$ cat src/rtl/regfile_pkg.sv
// Shared types and helpers for the multi-port flip-flop register file.
package regfile_pkg;

  typedef enum logic {
    IDLE,
    CLEAR
  } clr_state_e;

  localparam int unsigned MAX_WRITE_PORTS = 8;

  function automatic int unsigned num_words(input int unsigned addr_width);
    return 32'd1 << addr_width;
  endfunction

  // One-hot select of the highest-index asserted match; higher port wins.
  function automatic logic [MAX_WRITE_PORTS-1:0] wsel_onehot(
    input logic [MAX_WRITE_PORTS-1:0] match
  );
    logic [MAX_WRITE_PORTS-1:0] sel;
    sel = '0;
    for (int unsigned p = 0; p < MAX_WRITE_PORTS; p++) begin
      if (match[p]) begin
        sel    = '0;
        sel[p] = 1'b1;
      end
    end
    return sel;
  endfunction

endpackage

$ cat src/rtl/regfile_clear_fsm.sv
// Bulk-clear sequencer: sweeps every entry once after reset or a clear request.
module regfile_clear_fsm
  import regfile_pkg::*;
#(
  parameter int unsigned ADDR_WIDTH = 5
) (
  input  logic                  clk_i,
  input  logic                  rst_i,
  input  logic                  clear_i,
  output logic                  busy_o,
  output logic                  clr_start_o,
  output logic                  clr_we_o,
  output logic [ADDR_WIDTH-1:0] clr_addr_o
);

  clr_state_e            state_q, state_d;
  logic [ADDR_WIDTH-1:0] clr_idx_q, clr_idx_d;

  always_ff @(posedge clk_i) begin
    if (rst_i) begin
      state_q   <= CLEAR;
      clr_idx_q <= '0;
    end else begin
      state_q   <= state_d;
      clr_idx_q <= clr_idx_d;
    end
  end

  always_comb begin
    state_d     = state_q;
    clr_idx_d   = clr_idx_q;
    busy_o      = 1'b0;
    clr_start_o = 1'b0;
    clr_we_o    = 1'b0;
    case (state_q)
      IDLE: begin
        if (clear_i) begin
          state_d     = CLEAR;
          clr_idx_d   = '0;
          clr_start_o = 1'b1;
        end
      end
      CLEAR: begin
        busy_o    = 1'b1;
        clr_we_o  = 1'b1;
        clr_idx_d = clr_idx_q + 1'b1;
        if (clr_idx_q == '1) begin
          state_d = IDLE;
        end
      end
      default: state_d = IDLE;
    endcase
  end

  assign clr_addr_o = clr_idx_q;

endmodule

$ cat src/rtl/regfile_mp.sv
// Multi-port flip-flop register file with registered write stage and bulk clear.
// Define REGFILE_BYPASS_EN to forward staged writes onto the read ports.
module regfile_mp
  import regfile_pkg::*;
#(
  parameter int unsigned DATA_WIDTH     = 32,
  parameter int unsigned ADDR_WIDTH     = 5,
  parameter int unsigned NR_READ_PORTS  = 2,
  parameter int unsigned NR_WRITE_PORTS = 2,
  parameter bit          ZERO_REG_ZERO  = 1'b1
) (
  input  logic                                          clk_i,
  input  logic                                          rst_i,
  input  logic                                          clear_i,
  output logic                                          busy_o,
  input  logic [NR_READ_PORTS-1:0][ADDR_WIDTH-1:0]      raddr_i,
  output logic [NR_READ_PORTS-1:0][DATA_WIDTH-1:0]      rdata_o,
  output logic [2**ADDR_WIDTH-1:0][DATA_WIDTH-1:0]      rdata_full_o,
  input  logic [NR_WRITE_PORTS-1:0][ADDR_WIDTH-1:0]     waddr_i,
  input  logic [NR_WRITE_PORTS-1:0][DATA_WIDTH-1:0]     wdata_i,
  input  logic [NR_WRITE_PORTS-1:0]                     we_i
);

  localparam int unsigned NUM_WORDS = num_words(ADDR_WIDTH);

  logic                  busy;
  logic                  clr_start;
  logic                  clr_we;
  logic [ADDR_WIDTH-1:0] clr_addr;
  logic                  commit_ok;

  logic [NR_WRITE_PORTS-1:0]                 we_q;
  logic [NR_WRITE_PORTS-1:0][ADDR_WIDTH-1:0] waddr_q;
  logic [NR_WRITE_PORTS-1:0][DATA_WIDTH-1:0] wdata_q;

  logic [DATA_WIDTH-1:0] mem_q [NUM_WORDS];

  logic [NUM_WORDS-1:0]                 commit_en;
  logic [NUM_WORDS-1:0][DATA_WIDTH-1:0] commit_data;

  regfile_clear_fsm #(
    .ADDR_WIDTH (ADDR_WIDTH)
  ) u_clear_fsm (
    .clk_i       (clk_i),
    .rst_i       (rst_i),
    .clear_i     (clear_i),
    .busy_o      (busy),
    .clr_start_o (clr_start),
    .clr_we_o    (clr_we),
    .clr_addr_o  (clr_addr)
  );

  assign busy_o = busy;

  // A clear accepted this cycle drops both the incoming and the pending write.
  assign commit_ok = !busy && !clr_start && !rst_i;

  always_ff @(posedge clk_i) begin
    if (rst_i || busy || clr_start) begin
      we_q <= '0;
    end else begin
      we_q <= we_i;
    end
    waddr_q <= waddr_i;
    wdata_q <= wdata_i;
  end

  always_comb begin
    logic [MAX_WRITE_PORTS-1:0] match;
    logic [MAX_WRITE_PORTS-1:0] sel;
    commit_en   = '0;
    commit_data = '0;
    match       = '0;
    sel         = '0;
    for (int unsigned i = 0; i < NUM_WORDS; i++) begin
      match = '0;
      for (int unsigned p = 0; p < NR_WRITE_PORTS; p++) begin
        match[p] = we_q[p] && (waddr_q[p] == ADDR_WIDTH'(i));
      end
      sel = wsel_onehot(match);
      for (int unsigned p = 0; p < NR_WRITE_PORTS; p++) begin
        if (sel[p]) begin
          commit_data[i] = wdata_q[p];
        end
      end
      commit_en[i] = commit_ok && (|match) && !(ZERO_REG_ZERO && (i == 0));
    end
  end

  always_ff @(posedge clk_i) begin
    for (int unsigned i = 0; i < NUM_WORDS; i++) begin
      if (clr_we && (clr_addr == ADDR_WIDTH'(i))) begin
        mem_q[i] <= '0;
      end else if (commit_en[i]) begin
        mem_q[i] <= commit_data[i];
      end
    end
  end

  always_comb begin
    rdata_o = '0;
    for (int unsigned r = 0; r < NR_READ_PORTS; r++) begin
      if (!busy && !(ZERO_REG_ZERO && (raddr_i[r] == '0))) begin
        rdata_o[r] = mem_q[raddr_i[r]];
`ifdef REGFILE_BYPASS_EN
        for (int unsigned p = 0; p < NR_WRITE_PORTS; p++) begin
          if (we_q[p] && (waddr_q[p] == raddr_i[r])) begin
            rdata_o[r] = wdata_q[p];
          end
        end
`endif
      end
    end
  end

  always_comb begin
    rdata_full_o = '0;
    for (int unsigned i = 0; i < NUM_WORDS; i++) begin
      rdata_full_o[i] = (ZERO_REG_ZERO && (i == 0)) ? '0 : mem_q[i];
    end
  end

endmodule
$ cat config.mk
export PLATFORM = sky130hd
export DESIGN_NAME = regfile_mp
export DESIGN_NICKNAME = d
export VERILOG_FILES = /design/src/rtl/regfile_pkg.sv /design/src/rtl/regfile_clear_fsm.sv /design/src/rtl/regfile_mp.sv
export SDC_FILE = /design/constraint.sdc
export NUM_CORES = 2
export LEC_CHECK = 0
export BUFFER_PORTS_ARGS = -buffer_cell sky130_fd_sc_hd__buf_2
export CORE_AREA = 2 2 462 464
export DETAILED_ROUTE_END_ITERATION = 6
export DIE_AREA = 0 0 464 466
export SLEW_MARGIN = 20
export SYNTH_ARGS = -nofsm -noshare
export SYNTH_HDL_FRONTEND = slang
export SYNTH_SLANG_ARGS = --single-unit
$ cat constraint.sdc
create_clock -name clk_i -period 7.32 [get_ports clk_i]
set_clock_uncertainty 0.1 [all_clocks]
set_input_delay 0.366 -clock clk_i [delete_from_list [all_inputs] [get_ports clk_i]]
set_output_delay 0.366 -clock clk_i [all_outputs]
set_load 0.005 [all_outputs]
==> metrics.md <==
| Metric | Value |
|---|---|
| Cell leakage power | `23.4 nW` |
| Top-count cell post-synth | `nor2_1` |
| Clock buffer count from CTS | `134` |
| Hold_sp | `wdata_i[3]` |
| Achievable Freq | `0.222 GHz` |
| DR WL/cell | `46.2 um` |
| Area Overhead vs Synth | `21.7%` |
| Reg2Reg Setup Slack | `3260 ps` |
| Core ar. | `0.211 mm2` |
| Tcrit/Tclk final | `61.5%` |
| Starting Density | `30.2%` |
| Slew margin rel. | `14.7%` |
| CTS tree | `built` |
| Failing checks | `design-rule violations` |
| Clock latency on the worst-skew pair | `820 ps` |
| Post-Synthesis Cells | `5,335` |
| Overall power | `15.0 mW` |
| Ys Warns | `0` |
| Final min period | `4500 ps` |
| Most frequent cells after synthesis | `nor2_1 (1,071), a22oi_1 (1,003), edfxtp_1 (992)` |
| WL final | `423 mm` |
| Cell Rows | `169` |
| DRC violations left | `19` |
| I/O pin cnt | `1,178` |
| Post-Synth XOR/XNOR Area | `0%` |
| Largest family of logic cells by synthesized area | `multiplexers` |
| Worst min-delay path class | `input port to flop` |
| Vias per cell | `6.76` |
| Max-cap violation count | `0` |
| Root buffer cell | `clkbuf_16` |
| Post-synth EDFFs | `992` |
| Worst Path Required | `6850 ps` |
| Post-DRT Antenna Nets | `0` |
| Slew Viols, Final | `0` |
| R2R Path End | `mem_q[7][21]` |
| Synth Area in Compound Gates | `16.8%` |
| Total number of vias | `61.9k` |
| First-pass GRT wire length | `552 mm` |
| Clock tree buffer depth | `3` |
| Total iterations of the first detailed-routing run | `7` |
| Hold_buf cts | `79` |
| Post-CTS setup buffers | `0` |
| Unrepaired setup endpoints after global routing | `false` |
| Post-Synth Adder-Cell Area | `0.117%` |
| Post-synthesis sequential area ratio | `49.2%` |
| Asr flop ratio synth | `0%` |
| Layout cell share with drive strength beyond 1 | `35.7%` |
| Top cells by area, synth | `edfxtp_1 (47%), mux4_2 (12%), a22oi_1 (12%)` |
| Syn_area_per_cell | `12.0 um2` |
| Yosys reg bits | `1,074` |
| Worst r2r src | `u_clear_fsm.state_q` |
| Placed cell area | `0.0725 mm2` |
| Endpoints failing hold | `0` |
| Crit path kind | `input port to output port` |
| Post-CTS resize count | `0` |
| Slew @ Worst Pin | `1280 ps` |
| Vias in the first global route | `57.5k` |
| Fin nets | `6,293` |
| Synth Area in Simple Gates | `9.08%` |
| Final WS setup | `2820 ps` |
| Die H | `466 um` |
| # H-tree levels | `4` |
| Worst-path fanout max | `56` |
| Worst Hold Depth | `2` |
| Worst EP arrival | `4030 ps` |
| Worst Hold Endpoint | `wdata_q[3]` |
| Worst vdd ir | `0.238 mV` |
| Final TNS setup | `0 ps` |
| Main synth FF type | `edfxtp_1` |
| Startpoint types | `input port` |
| HPWL Detailed | `297 mm` |
| Crit end category | `output port` |
| Final Instance Area | `0.0778 mm2` |
| Endpoints failing setup | `0` |
| Grt ovf | `0` |
| GRT Total Usage | `37.6%` |
| Run status | `finished with violations` |
| Reg2reg path depth | `7` |
| Synth Cell Area | `0.0639 mm2` |
| Pre-CTS setup slack | `2780 ps` |
| Number of port buffers | `1,145` |
| Die width | `464 um` |
| Pwr/cell area | `192 mW/mm2` |
| Die Area | `0.216 mm2` |
| DRT iter0 DRCs | `12.2k` |
| GP Congestion | `0.979` |
| Antenna violations before repair | `36` |
| Largest net degree at the start of global routing | `99` |
| Mux cell area share after synthesis | `18.9%` |
| Netlist cell types | `71` |
| Yosys top cell area share | `46.6%` |
| Area leader, netlist | `edfxtp_1` |
| Reg clk slew, reported paths | `60 ps` |
| Clock sink count | `1,074` |
## registers in the layout, summed over array words and instances, names as in the netlist
signal	cells
u_clear_fsm.clr_addr_o	5
mem_q	992
u_clear_fsm.state_q	1
wdata_q	64
waddr_q	10
we_q	2
## power breakdown
| group | switching (mW) | total, mW | leakage (nW) | internal (mW) |
|---|---|---|---|---|
| registers | 0.329 | 7.02 | 9.25 | 6.69 |
| logic | 0.709 | 1.08 | 12.1 | 0.369 |
| clock network | 2.96 | 6.85 | 2.12 | 3.89 |
| total | 4.00 | 15.0 | 23.4 | 11.0 |
## logic make-up (layout without fill, tap and decap cells)
| logic type | Yosys count | in the layout |
|---|---|---|
| AO/OA/AOI/OAI | 1383 | 1383 |
| adder cells (fa/ha/maj) | 6 | 6 |
| AND/OR/NAND/NOR | 1370 | 1370 |
| other | 1 | 63 |
| multiplexers | 754 | 754 |
| flip-flops | 1074 | 1074 |
| buffers and inverters | 747 | 1683 |
## critical path, stage by stage
cell and delay, ps:
clkbuf_8 510, nor2b_4 610, buf_4 500, a221oi_1 240, nor3_1 600, o311a_1 660
buf_2 230
## metal layers
layer  wire length [um]  GRT usage (%)
met4              39900           27.1
met3              57700           11.5
met5                 80              0
met2             188000           59.0
met1             137000           43.6
## worst max path at each step
stage / start / cells after the start / to / slack, ps
after global placement: raddr_i[6] / 7 / rdata_o[50] / 2610
after global routing: raddr_i[1] / 7 / rdata_o[15] / 2870
final: raddr_i[1] / 7 / rdata_o[15] / 2820
after detailed placement: raddr_i[1] / 7 / rdata_o[15] / 2780
after floorplan: u_clear_fsm.state_q / 6 / mem_q[5][0] / 3160
after CTS: raddr_i[1] / 7 / rdata_o[15] / 2780
## through the flow
stage | instances | utilization, % | hold slack, ps
finish | 9154 | 36.8 | 80.7
global route | 9134 | 36.8 | 62.4
CTS | 9123 | 36.8 | 43.0
detailed placement | 8804 | 34.3 | 370
global placement | 8798 | 34.3 | 368
floorplan | 5366 | - | 294
## layout make-up
cell class / instances / area, um2
Clock inverter: 66 / 717
Multi-Input combinational cell: 3545 / 30000
Clock buffer: 174 / 3650
Tap cell: 2821 / 3530
Sequential cell: 1074 / 31500
Timing Repair Buffer: 1438 / 8270
Inverter: 5 / 18.8
Fill cell: 20638 / 133000
Antenna cell: 31 / 77.6
## layout by cell type (no fill, tap or decap), types with 9 or more instances in the layout
| master | n |
|---|---|
| a21oi_1 | 20 |
| clkinv_1 | 20 |
| a222oi_1 | 18 |
| o22ai_1 | 35 |
| dlygate4sd3_1 | 79 |
| conb_1 | 32 |
| buf_2 | 1141 |
| a2111oi_2 | 11 |
| nor3_1 | 30 |
| dfxtp_2 | 50 |
| nand2b_1 | 40 |
| nor2_2 | 19 |
| o31a_1 | 30 |
| clkinv_2 | 17 |
| edfxtp_1 | 992 |
| a221oi_1 | 30 |
| a22oi_1 | 1003 |
| nand2_1 | 66 |
| nor2_4 | 32 |
| dfxtp_1 | 32 |
| bufinv_16 | 10 |
| nand4_1 | 20 |
| mux2_2 | 99 |
| buf_4 | 205 |
| nor2b_1 | 60 |
| o21ai_4 | 60 |
| a22oi_2 | 15 |
| a32oi_1 | 13 |
| mux2i_1 | 305 |
| clkbuf_8 | 9 |
| clkbuf_1 | 29 |
| o21ai_0 | 30 |
| nor2_1 | 1042 |
| diode_2 | 31 |
| a221o_1 | 35 |
| o311a_1 | 28 |
| a211oi_4 | 31 |
| mux4_2 | 348 |
| clkbuf_16 | 137 |
Note: power is estimated with default switching activity, not from simulation.
